`src/rtl/vga_timing_gen.sv`:
```
// Parametrised VGA raster timing generator: pixel divider, x/y raster counters,
// registered sync/active decode, line/frame strobes and a completed-frame counter.
module vga_timing_gen #(
  parameter int H_ACTIVE  = 640,
  parameter int H_FP      = 16,
  parameter int H_SYNC    = 96,
  parameter int H_BP      = 48,
  parameter int V_ACTIVE  = 480,
  parameter int V_FP      = 10,
  parameter int V_SYNC    = 2,
  parameter int V_BP      = 33,
  parameter bit HSYNC_POL = 1'b0,
  parameter bit VSYNC_POL = 1'b0,
  parameter int XW        = 10,
  parameter int YW        = 10,
  parameter int FRAME_W   = 16,
  parameter int CE_DIV    = 1
) (
  input  logic               clk,
  input  logic               rst,
  input  logic               ena,
  output logic               pix_ce,
  output logic               hsync,
  output logic               vsync,
  output logic               activevideo,
  output logic [XW-1:0]      x_px,
  output logic [YW-1:0]      y_px,
  output logic               line_start,
  output logic               frame_start,
  output logic [FRAME_W-1:0] frame_cnt
);

  localparam int H_TOTAL = H_ACTIVE + H_FP + H_SYNC + H_BP;
  localparam int V_TOTAL = V_ACTIVE + V_FP + V_SYNC + V_BP;

  localparam logic [XW-1:0] X_LAST = XW'(H_TOTAL - 1);
  localparam logic [XW-1:0] X_ACT  = XW'(H_ACTIVE);
  localparam logic [XW-1:0] HS_BEG = XW'(H_ACTIVE + H_FP);
  localparam logic [XW-1:0] HS_END = XW'(H_ACTIVE + H_FP + H_SYNC);
  localparam logic [YW-1:0] Y_LAST = YW'(V_TOTAL - 1);
  localparam logic [YW-1:0] Y_ACT  = YW'(V_ACTIVE);
  localparam logic [YW-1:0] VS_BEG = YW'(V_ACTIVE + V_FP);
  localparam logic [YW-1:0] VS_END = YW'(V_ACTIVE + V_FP + V_SYNC);
  localparam logic [3:0]    DIV_LAST = 4'(CE_DIV - 1);

  function automatic logic hs_level(input logic [XW-1:0] x);
    return ((x >= HS_BEG) && (x < HS_END)) ? HSYNC_POL : !HSYNC_POL;
  endfunction

  function automatic logic vs_level(input logic [YW-1:0] y);
    return ((y >= VS_BEG) && (y < VS_END)) ? VSYNC_POL : !VSYNC_POL;
  endfunction

  logic               run_q;
  logic [3:0]         div_q, div_d;
  logic [XW-1:0]      x_q, x_d;
  logic [YW-1:0]      y_q, y_d;
  logic [FRAME_W-1:0] frame_q, frame_d;
  logic               hs_q, hs_d;
  logic               vs_q, vs_d;
  logic               av_q, av_d;
  logic               ls_q, ls_d;
  logic               fs_q, fs_d;
  logic               x_wrap, y_wrap;

  // run_q holds the divider and raster still until the first edge after reset,
  // so pix_ce is low throughout reset without a combinational path from rst.
  assign pix_ce = ena && run_q && (div_q == DIV_LAST);

  always_comb begin
    div_d   = div_q;
    x_d     = x_q;
    y_d     = y_q;
    frame_d = frame_q;
    hs_d    = hs_q;
    vs_d    = vs_q;
    av_d    = av_q;
    ls_d    = 1'b0;
    fs_d    = 1'b0;
    x_wrap  = (x_q == X_LAST);
    y_wrap  = (y_q == Y_LAST);

    if (ena && run_q) begin
      div_d = (div_q == DIV_LAST) ? 4'd0 : div_q + 4'd1;
    end

    if (pix_ce) begin
      x_d = x_wrap ? '0 : x_q + XW'(1);
      if (x_wrap) begin
        y_d  = y_wrap ? '0 : y_q + YW'(1);
        ls_d = 1'b1;
        if (y_wrap) begin
          fs_d    = 1'b1;
          frame_d = frame_q + FRAME_W'(1);
        end
      end
      // Decode from the next position so levels line up with the counters shown.
      hs_d = hs_level(x_d);
      vs_d = vs_level(y_d);
      av_d = (x_d < X_ACT) && (y_d < Y_ACT);
    end
  end

  always_ff @(posedge clk or posedge rst) begin
    if (rst) begin
      run_q   <= 1'b0;
      div_q   <= 4'd0;
      x_q     <= '0;
      y_q     <= '0;
      frame_q <= '0;
      hs_q    <= !HSYNC_POL;
      vs_q    <= !VSYNC_POL;
      av_q    <= 1'b1;
      ls_q    <= 1'b0;
      fs_q    <= 1'b0;
    end else begin
      run_q   <= 1'b1;
      div_q   <= div_d;
      x_q     <= x_d;
      y_q     <= y_d;
      frame_q <= frame_d;
      hs_q    <= hs_d;
      vs_q    <= vs_d;
      av_q    <= av_d;
      ls_q    <= ls_d;
      fs_q    <= fs_d;
    end
  end

  assign hsync       = hs_q;
  assign vsync       = vs_q;
  assign activevideo = av_q;
  assign x_px        = x_q;
  assign y_px        = y_q;
  assign line_start  = ls_q;
  assign frame_start = fs_q;
  assign frame_cnt   = frame_q;

endmodule

```
`config.mk`:
```
export PLATFORM = sky130hd
export DESIGN_NAME = vga_timing_gen
export DESIGN_NICKNAME = d
export VERILOG_FILES = /design/src/rtl/vga_timing_gen.sv
export SDC_FILE = /design/constraint.sdc
export NUM_CORES = 1
export LEC_CHECK = 0
export BUFFER_PORTS_ARGS = -buffer_cell sky130_fd_sc_hd__buf_2
export CORE_ASPECT_RATIO = 0.75
export CORE_MARGIN = 4
export CORE_UTILIZATION = 25
export CTS_BUF_LIST = sky130_fd_sc_hd__clkbuf_4
export DETAILED_ROUTE_END_ITERATION = 8
export PLACE_DENSITY = 0.47
export SYNTH_ARGS = -nofsm -noshare
export SYNTH_HDL_FRONTEND = slang
export SYNTH_SLANG_ARGS = --single-unit
```
`constraint.sdc`:
```
create_clock -name clk -period 2.8 [get_ports clk]
set_input_delay 0.56 -clock clk [delete_from_list [all_inputs] [get_ports clk]]
set_output_delay 0.56 -clock clk [all_outputs]
set_load 0.05 [all_outputs]
```
# After elaboration in Yosys (flattened, before gate mapping)
# Cells that the tools add are included.
# totals
regBits	46
input_bits	3
elab_cells	41
# op_classes
n_addsub	4
order_cmp	6
n_eq_ne	2
n_mux	12
n_reduce_logical	7
# ops
operator	n
$mux 10	4
$add 10x1->10 const B	2
$eq 10x10->1 const B	2
$lt 10x10->1 const B	2
$lt 10x9->1 const B	2
$add 16x1->16 const B	1
$ge 10x10->1 const B	1
$ge 10x9->1 const B	1
$mux 1	7
$logic_and 1x1->1	5
$add 4x1->4 const B	1
$logic_not 4->1	1
$mux 4	1
$reduce_and 3->1	1

# Longest topological paths before layout
# Gate-level depths: netlist of the first run.
# depth
word_depth	7
ltp_mapped	9

# Least setup slack after synthesis of the first run
# OpenSTA, ideal clock, no wires.
# synth_timing
path_kind	flip-flop to flip-flop
from	register x_q[0], in the netlist x_px[0]
to	register frame_q[15], in the netlist frame_cnt[15]
setup_time_ns	0.140
arrival_ns	2.492
t_required_ns	2.660
setup_slack_ns	0.167
stages_incl_launch_ff	9
n_path_buf	1
period_less_slack_ns	2.633
path_cell_list	dfrtp_1 > ha_1 > and4_1 > buf_2 > nand4_2 > nor3_4 > nand4_4 > or3b_1 > xnor2_1
# synth_via
elab_chain_len	2
# synth_rtl
element	line_no	rtl
start, declared	56	logic [XW-1:0] x_q, x_d;
start signal, assigned	108	x_q <= '0;
start signal, assigned	119	x_q <= x_d;
$eq 10x10->1	80	x_wrap = (x_q == X_LAST);
$reduce_and 3->1 (no line)	n/a	
end signal, assigned	121	frame_q <= frame_d;
end, declared	58	logic [FRAME_W-1:0] frame_q, frame_d;
# No other way between the ends.
# A chain may end at the register's enable or synchronous reset.

# Final worst setup path of the first run
# layout_timing
from	register div_q[0]
to	output pix_ce
# layout_via
elab_chain_len	2
# layout_rtl
element	line_no	rtl
start, declared	55	logic [3:0] div_q, div_d;
start signal, assigned	118	div_q <= div_d;
$logic_not 4->1	68	assign pix_ce = ena && run_q && (div_q == DIV_LAST);
$logic_and 1x1->1	68	
end, declared	22	output logic pix_ce,
# No other way between the ends.

==> results list, run 1 <==
- The flow ran to the end, and the final reports show no timing, DRC or antenna violations.
- Counting flops with a built-in enable in the synthesized netlist gives 0.
- Primary FF master, synth: sky130_fd_sc_hd__dfrtp_1
- Buffers inserted during clock tree synthesis total 5.
- Setup-failing EPs final: 0
- Global route hottest layer: met1
* Sum of net half-perimeters after detailed placement: 4217 um
* Max-slew violations: 0
- Synth warn: 0
- Initial DRT Pass Iterations: 4
- Non-filler cells, final: 434
- Total power for the finished layout comes to 0.001823 W.
- Buffer type at the clock tree root: sky130_fd_sc_hd__clkbuf_4
- Cell area power density: 627.0 nW/um^2
- Post-CTS setup-driven buffer insertion count: 0
- Wire length of the first global-routing pass: 9708 um
* Number of violations reported at the end of detailed-routing iteration 0: 119
* Global-route track usage on met2: 15.03%
- After layout, the minimum clock period comes to 2.553 ns.
* RSZ-0062 raised after global routing: no
- After routing the design area is 2908 um^2.
* Post-layout net count: 315
- In this run the horizontal extent of the chip is 121.5 um.
- Number of gates given a new drive strength after cts: 0
* Slowest cell on crit path: sky130_fd_sc_hd__or4b_4
* Post-synthesis cell type count: 46
* Area growth from synthesis to layout: 20.41%
- In the routed layout, each cell is associated on average with a via count of 4.525.
- The repair_antennas step left the layout with diodes totalling 0.
* Setup Total Neg Slack: 0 ns
- After detailed placement, the design holds a cell count of 426.
* DR vias: 1,964
- Of the available clock period, the critical path in the final layout requires 91.18%.
- Number of global-route vias before repair: 1,869
- Counting every net in the synthesized netlist gives 263.
* Placer congestion estimate: 0.7518
- Maximum fanout along the worst path: 7
- Setup Skew: 0.02177 ns
- Summed over all cells, the static leakage comes to 1.402 nW.
* Fraction of synthesis flops using an asynchronous set or reset pin: 100.0%
- Buffers placed on the I/O ports in this run total 44.
* Met3 layer usage reported by global route: 2.600%
- Sum of overflow across all layers after global routing: 0
- For this block, the routed nets add up to 5707 um of wire.
- Of the cells placed in the final design, the portion with a size suffix greater than 1 is 23.86%.
- Syn Std Cell Area: 2415 um^2
* Floorplan core area: 9234 um^2
- Post-CTS clock slew at the launch and capture registers of the worst setup and hold paths: 0.16 ns
* Worst hold-check path type: in2async
* Total die area: 11,310 um^2
- Global-route usage over all layers: 10.79%
* Initial antenna violation count: 0
* Final-layout fill cell count: 991
- In the synthesized netlist, the number of instances is 253.
* Relative slew margins: 57.67%
* Max IR drop VDD: 0.1871 mV
- Number of max-capacitance violations reported: 0
- Capturing element type of the critical path: output pin
- WS Path Type: reg2out
* Slew of the pin with the lowest slew margin: 0.6270 ns
- The total count of hold-check failures in the final report was 0.
* Wire length per cell: 13.15 um
- Data required time of the worst path: 2.24 ns
- Traced cell by cell, the critical path runs through inv_1, ha_1, or4b_4, clkinv_1, buf_2.
* Chip Height: 93.12 um
- TritonCTS built the clock tree.
* Kind of start point of the critical path: flip-flop
* Residual antenna-violating net count after detailed routing: 0
* Depth of the CTS H-tree: 2
- Avg Synthesized Cell Area: 9.545 um^2
- Sequential elements use 47.82% of the synthesized area.
- Register bit count reported by yosys: 46
- Fmax: 391.7 MHz
- Entering global routing, the biggest net connects 47 pins.
* GR met1 Demand/Resource: 16.24%
* Biggest cell delay along the critical path: 0.49 ns
- Maximum clock insertion buffer count: 2
- After clock tree synthesis, the flow added hold-fix buffers numbering 0.
- Placed standard-cell area: 2825 um^2
- The tree built by TritonCTS fans out to 46 sinks.
- 45 I/O pins were placed.
- In the routed design, unresolved DRC markers number 0.
* Worst Path Arrival: 1.99 ns
- Number of rows in the core area: 30
- Later-pin clock latency in the skew report: 0.38 ns
* Initial standard-cell utilization of the core: 26.15%
==> synthesized netlist by cell type (4+ instances only) <==
master                     count  area (um^2)
sky130_fd_sc_hd__and4_1        4        35.03
sky130_fd_sc_hd__xor2_1        9        78.83
sky130_fd_sc_hd__nand4_1       5        31.28
sky130_fd_sc_hd__nor2_1       24        90.09
sky130_fd_sc_hd__a21oi_1       6        30.03
sky130_fd_sc_hd__o41ai_1       4        35.03
sky130_fd_sc_hd__dfrtp_1      43         1076
sky130_fd_sc_hd__xnor2_1      18        157.7
sky130_fd_sc_hd__clkbuf_1      4        15.01
sky130_fd_sc_hd__and3_1        4        25.02
sky130_fd_sc_hd__o21ai_0      17        85.08
sky130_fd_sc_hd__ha_1          7        87.58
sky130_fd_sc_hd__nand2_1      35        131.4
sky130_fd_sc_hd__nand3_1      16        80.08
sky130_fd_sc_hd__nor3_1        6        30.03
sky130_fd_sc_hd__inv_1         9        33.78
==> per-stage QoR <==
stage	util (%)	setup WS (ns)	hold WS, ns
after floorplan	-	0.1673	0.4437
after global placement	30.60	0.3409	0.4632
after detailed placement	30.60	0.3950	0.4669
after CTS	31.49	0.2189	0.3255
after global routing	31.49	0.1303	0.3464
final	31.49	0.2469	0.3081
==> placed cells by master (no fill, tap or decap), types with 4 or more instances in the layout <==
| cell type | count |
|---|---|
| sky130_fd_sc_hd__buf_2 | 44 |
| sky130_fd_sc_hd__dfrtp_1 | 43 |
| sky130_fd_sc_hd__nand2_1 | 35 |
| sky130_fd_sc_hd__nor2_1 | 24 |
| sky130_fd_sc_hd__xnor2_1 | 18 |
| sky130_fd_sc_hd__o21ai_0 | 17 |
| sky130_fd_sc_hd__nand3_1 | 16 |
| sky130_fd_sc_hd__buf_4 | 10 |
| sky130_fd_sc_hd__xor2_1 | 9 |
| sky130_fd_sc_hd__inv_1 | 8 |
| sky130_fd_sc_hd__ha_1 | 7 |
| sky130_fd_sc_hd__nor3_1 | 6 |
| sky130_fd_sc_hd__a21oi_1 | 6 |
| sky130_fd_sc_hd__nand4_1 | 5 |
| sky130_fd_sc_hd__clkbuf_4 | 5 |
| sky130_fd_sc_hd__and4_1 | 4 |
| sky130_fd_sc_hd__and3_1 | 4 |
| sky130_fd_sc_hd__o41ai_1 | 4 |
==> sequential cells by signal (all words and copies together), names as in the netlist <==
name / flops
vsync: 1
line_start: 1
y_px: 10
run_q: 1
div_q: 4
x_px: 10
frame_cnt: 16
hsync: 1
frame_start: 1
activevideo: 1
==> worst paths after layout <==
check,from,end,slack (ns),cells past startpoint
worst max-delay path,div_q[0],pix_ce,0.25,5
max in group asynchronous,rst,frame_cnt[2],2.07,3
min in group clk,frame_cnt[15],frame_cnt[15],0.49,1
worst max register to register,x_px[1],vsync,0.35,8
worst min-delay path,rst,div_q[1],0.31,3
worst min register to register,frame_cnt[15],frame_cnt[15],0.49,1
==> kinds of logic (layout without fill, tap and decap cells) <==
logic type | count (synthesis) | in the layout | share of synthesized area (%)
mux | 2 | 2 | 0.9326
other cells | 1 | 1 | 0.1553
compound gates | 40 | 40 | 10.21
simple gates | 110 | 110 | 23.63
buf+inv | 19 | 72 | 3.419
xor+xnor | 27 | 27 | 9.793
fa+ha+maj | 8 | 8 | 4.041
flops | 46 | 46 | 47.82
==> worst max-delay path, delay by kind of cell, from the launching register on <==
family	cells	cell delay (ns)
DFF	1	0.43
and+or+nand+nor	1	0.49
buffers and inverters	3	0.58
adders and majority gates	1	0.14
==> metal layers <==
metal	share of wire [%]	up-vias
met2	39	40
met1	55	938
met5	0	-
met4	1.2	0
li1	-	981
met3	4.3	5
==> layout make-up <==
cell class / instances / area [um^2] / share of cell area [%]
Clock inverter: 3 / 45.04 / 1.549
Tap cell: 128 / 160.2 / 5.508
Sequential cell: 46 / 1155 / 39.72
Inverter: 10 / 37.54 / 1.291
Multi-Input combinational cell: 188 / 1177 / 40.49
Timing Repair Buffer: 54 / 295.3 / 10.15
Clock buffer: 5 / 37.54 / 1.291
==> power by group <==
part / switching, W / internal [W] / leakage (nW) / total [W]
clock network: 0.000238 / 0.000188 / 0.0374 / 0.000425
logic: 0.000387 / 0.000158 / 0.768 / 0.000545
registers: 0.0000878 / 0.000766 / 0.596 / 0.000853
total: 0.000713 / 0.00111 / 1.40 / 0.00182
No activity file was read; power rests on OpenSTA's default activity.
==> run 2, diff against run 1 <==
Settings changed: PLACE_DENSITY 0.47 to default.
==> run 2 against run 1 <==
  * Power down 5.7%
  * Cell count up 0.46%
  * Critical path depth unchanged
  * Via count up 2.3%
  * Sequential share of layout area up 0.15 points
  * Register-to-register slack better by 0.09 ns
  * Global-route usage about the same
  * First-iteration DRC count up 7.6%
  * Critical endpoint unchanged
  * Largest power group unchanged
==> results list, run 2 (synthesis results as in run 1) <==
- Outcome: finished clean
* Wire length per cell: 13.17 um
- The via count of the first global-routing pass came to 1,939.
* Placed cell count: 428
* Worst R2R Setup Slack: 0.44 ns
- In this run the horizontal extent of the chip is 121.5 um.
* Later-pin clock latency in the skew report: 0.37 ns
- After clock tree synthesis, the repair step resized 0 gates.
* Initial standard-cell utilization of the core: 26.15%
- Input/output buffers: 44
* Initial DRT Pass Iterations: 4
- Post-CTS setup-driven buffer insertion count: 0
* Vias per Instance: 4.610
- Fmax: 372.5 MHz
- Worst hold-check path type: in2async
- For the final routed database, the setup TNS stands at 0 ns.
- In the final design database the tool counted 317 nets.
- Depth of the CTS H-tree: 2
- For the pin with the worst max-slew slack, the measured transition is 0.5475 ns.
* Number of rows in the core area: 30
* Worst reg2reg startpoint: x_px[0]
- Summed over all layers, the routed wires come to 5742 um.
- The first global-routing pass estimated 9722 um of wire.
* Kind of start point of the critical path: flip-flop
- Maximum fanout along the worst path: 17
- Share of cells above drive strength 1: 24.03%
- I/O pin cnt: 45
* Largest register FFs: 16
* Max IR drop VDD: 0.1804 mV
* Highest-count cells in the layout ignoring fill and taps: 43 x sky130_fd_sc_hd__dfrtp_1, 43 x sky130_fd_sc_hd__buf_2, 35 x sky130_fd_sc_hd__nand2_1, 24 x sky130_fd_sc_hd__nor2_1, 18 x sky130_fd_sc_hd__xnor2_1
- Summed over all layers, the global routing overflow is 0.
* Global-route usage over all layers: 10.76%
- Final hold violation count: 0
- For this design the static power due to leakage is 1.401 nW.
- Sinks on Clock Net: 46
* CTS buffer count: 5
- Capturing element type of the critical path: output pin
- Data arrives at the worst endpoint at 2.12 ns.
- Cell area power density: 593.5 nW/um^2
- Number of max-capacitance violations reported: 0
- Setup Skew: 0.009588 ns
* Placer congestion estimate: 0.8272
- Setup-failing EPs final: 0
- Relative slew margins: 63.26%
* Final-layout fill cell count: 996
* Chip Height: 93.12 um
- TritonCTS built the clock tree.
- The worst register-to-register path ends at frame_cnt[15].
- Area growth from synthesis to layout: 19.95%
- Data required time of the worst path: 2.24 ns
- Maximum clock insertion buffer count: 2
- The number of antenna diodes in the final layout is 0.
- Sum of net half-perimeters after detailed placement: 4384 um
- Number of violations reported at the end of detailed-routing iteration 0: 128
* DR DRC count: 0
- Counting cells, the worst reg-to-reg path comes to 8.
- Dividing the final minimum period by the clock period gives 95.87%.
* Residual antenna-violating net count after detailed routing: 0
- DR vias: 2,010
- Floorplan core area: 9234 um^2
* Total die area: 11,310 um^2
* Max-slew violations: 0
- The number of antenna violations at the first check in global routing came to 0.
* CTS hold repair buffers: 0
- Setup repair after global routing left no endpoint under its margin.
- The completed layout was analyzed and its total power is 0.001719 W.
* Post-layout min period: 2.684 ns
- The worst setup path is of the reg2out kind.
- Excluding fillers, the count of instances in the completed layout stands at 436.
* Buffer type at the clock tree root: sky130_fd_sc_hd__clkbuf_4
- Entering global routing, the biggest net connects 22 pins.
- Clock-pin slew was measured on the worst setup and hold paths at 0.14 ns.
[run 2: report_power, final]
part	total (W)	switching (W)	internal (W)
clock	0.000320	0.000226	0.0000938
sequential	0.000852	0.0000867	0.000766
combinational	0.000547	0.000388	0.000159
[run 2: how the worst max path moves through the flow]
stage / from / endpoint / slack [ns] / cells past startpoint
global placement: ena / frame_cnt[15] / 0.32 / 7
detailed placement: ena / frame_cnt[15] / 0.25 / 7
finish: div_q[0] / pix_ce / 0.12 / 5
global route: div_q[0] / pix_ce / 0.01 / 5
CTS: div_q[0] / pix_ce / 0.08 / 5
floorplan: x_px[0] / frame_cnt[15] / 0.17 / 8
[run 2: final cells by class]
cell class	count	area [um^2]	share of cell area [%]
flip-flops and latches	46	1155	39.87
well taps	128	160.2	5.529
clock buffers	5	37.54	1.296
clock inverters	3	16.27	0.5616
multi-input cells	188	1177	40.65
repair buffers	56	312.8	10.80
inverters	10	37.54	1.296
[run 2: per-layer routing]
metal | vias up | part of all wire [%] | global-route usage (%)
met5 | - | 0 | 0
met4 | 0 | 0.80 | 2.705
met3 | 5 | 6.5 | 3.628
met2 | 60 | 42 | 14.71
met1 | 959 | 50 | 16.05
li1 | 986 | - | -
[run 2: critical path: stages, from the launching register on]
cell and delay (ns):
sky130_fd_sc_hd__dfrtp_1 0.42, sky130_fd_sc_hd__inv_1 0.10, sky130_fd_sc_hd__ha_1 0.15, sky130_fd_sc_hd__or4b_4 0.59
sky130_fd_sc_hd__clkinv_1 0.22, sky130_fd_sc_hd__clkbuf_4 0.27
[run 2: metrics by stage]
stage / utilization [%] / area, um^2 / hold WS, ns / setup WS [ns]
after floorplan: - / 2415 / 0.4437 / 0.1673
after global placement: 30.76 / 2840 / 0.4611 / 0.3230
after detailed placement: 30.76 / 2840 / 0.4698 / 0.2472
after CTS: 31.34 / 2894 / 0.1008 / 0.07589
after global routing: 31.37 / 2897 / 0.1062 / 0.01201
final: 31.37 / 2897 / 0.1099 / 0.1157
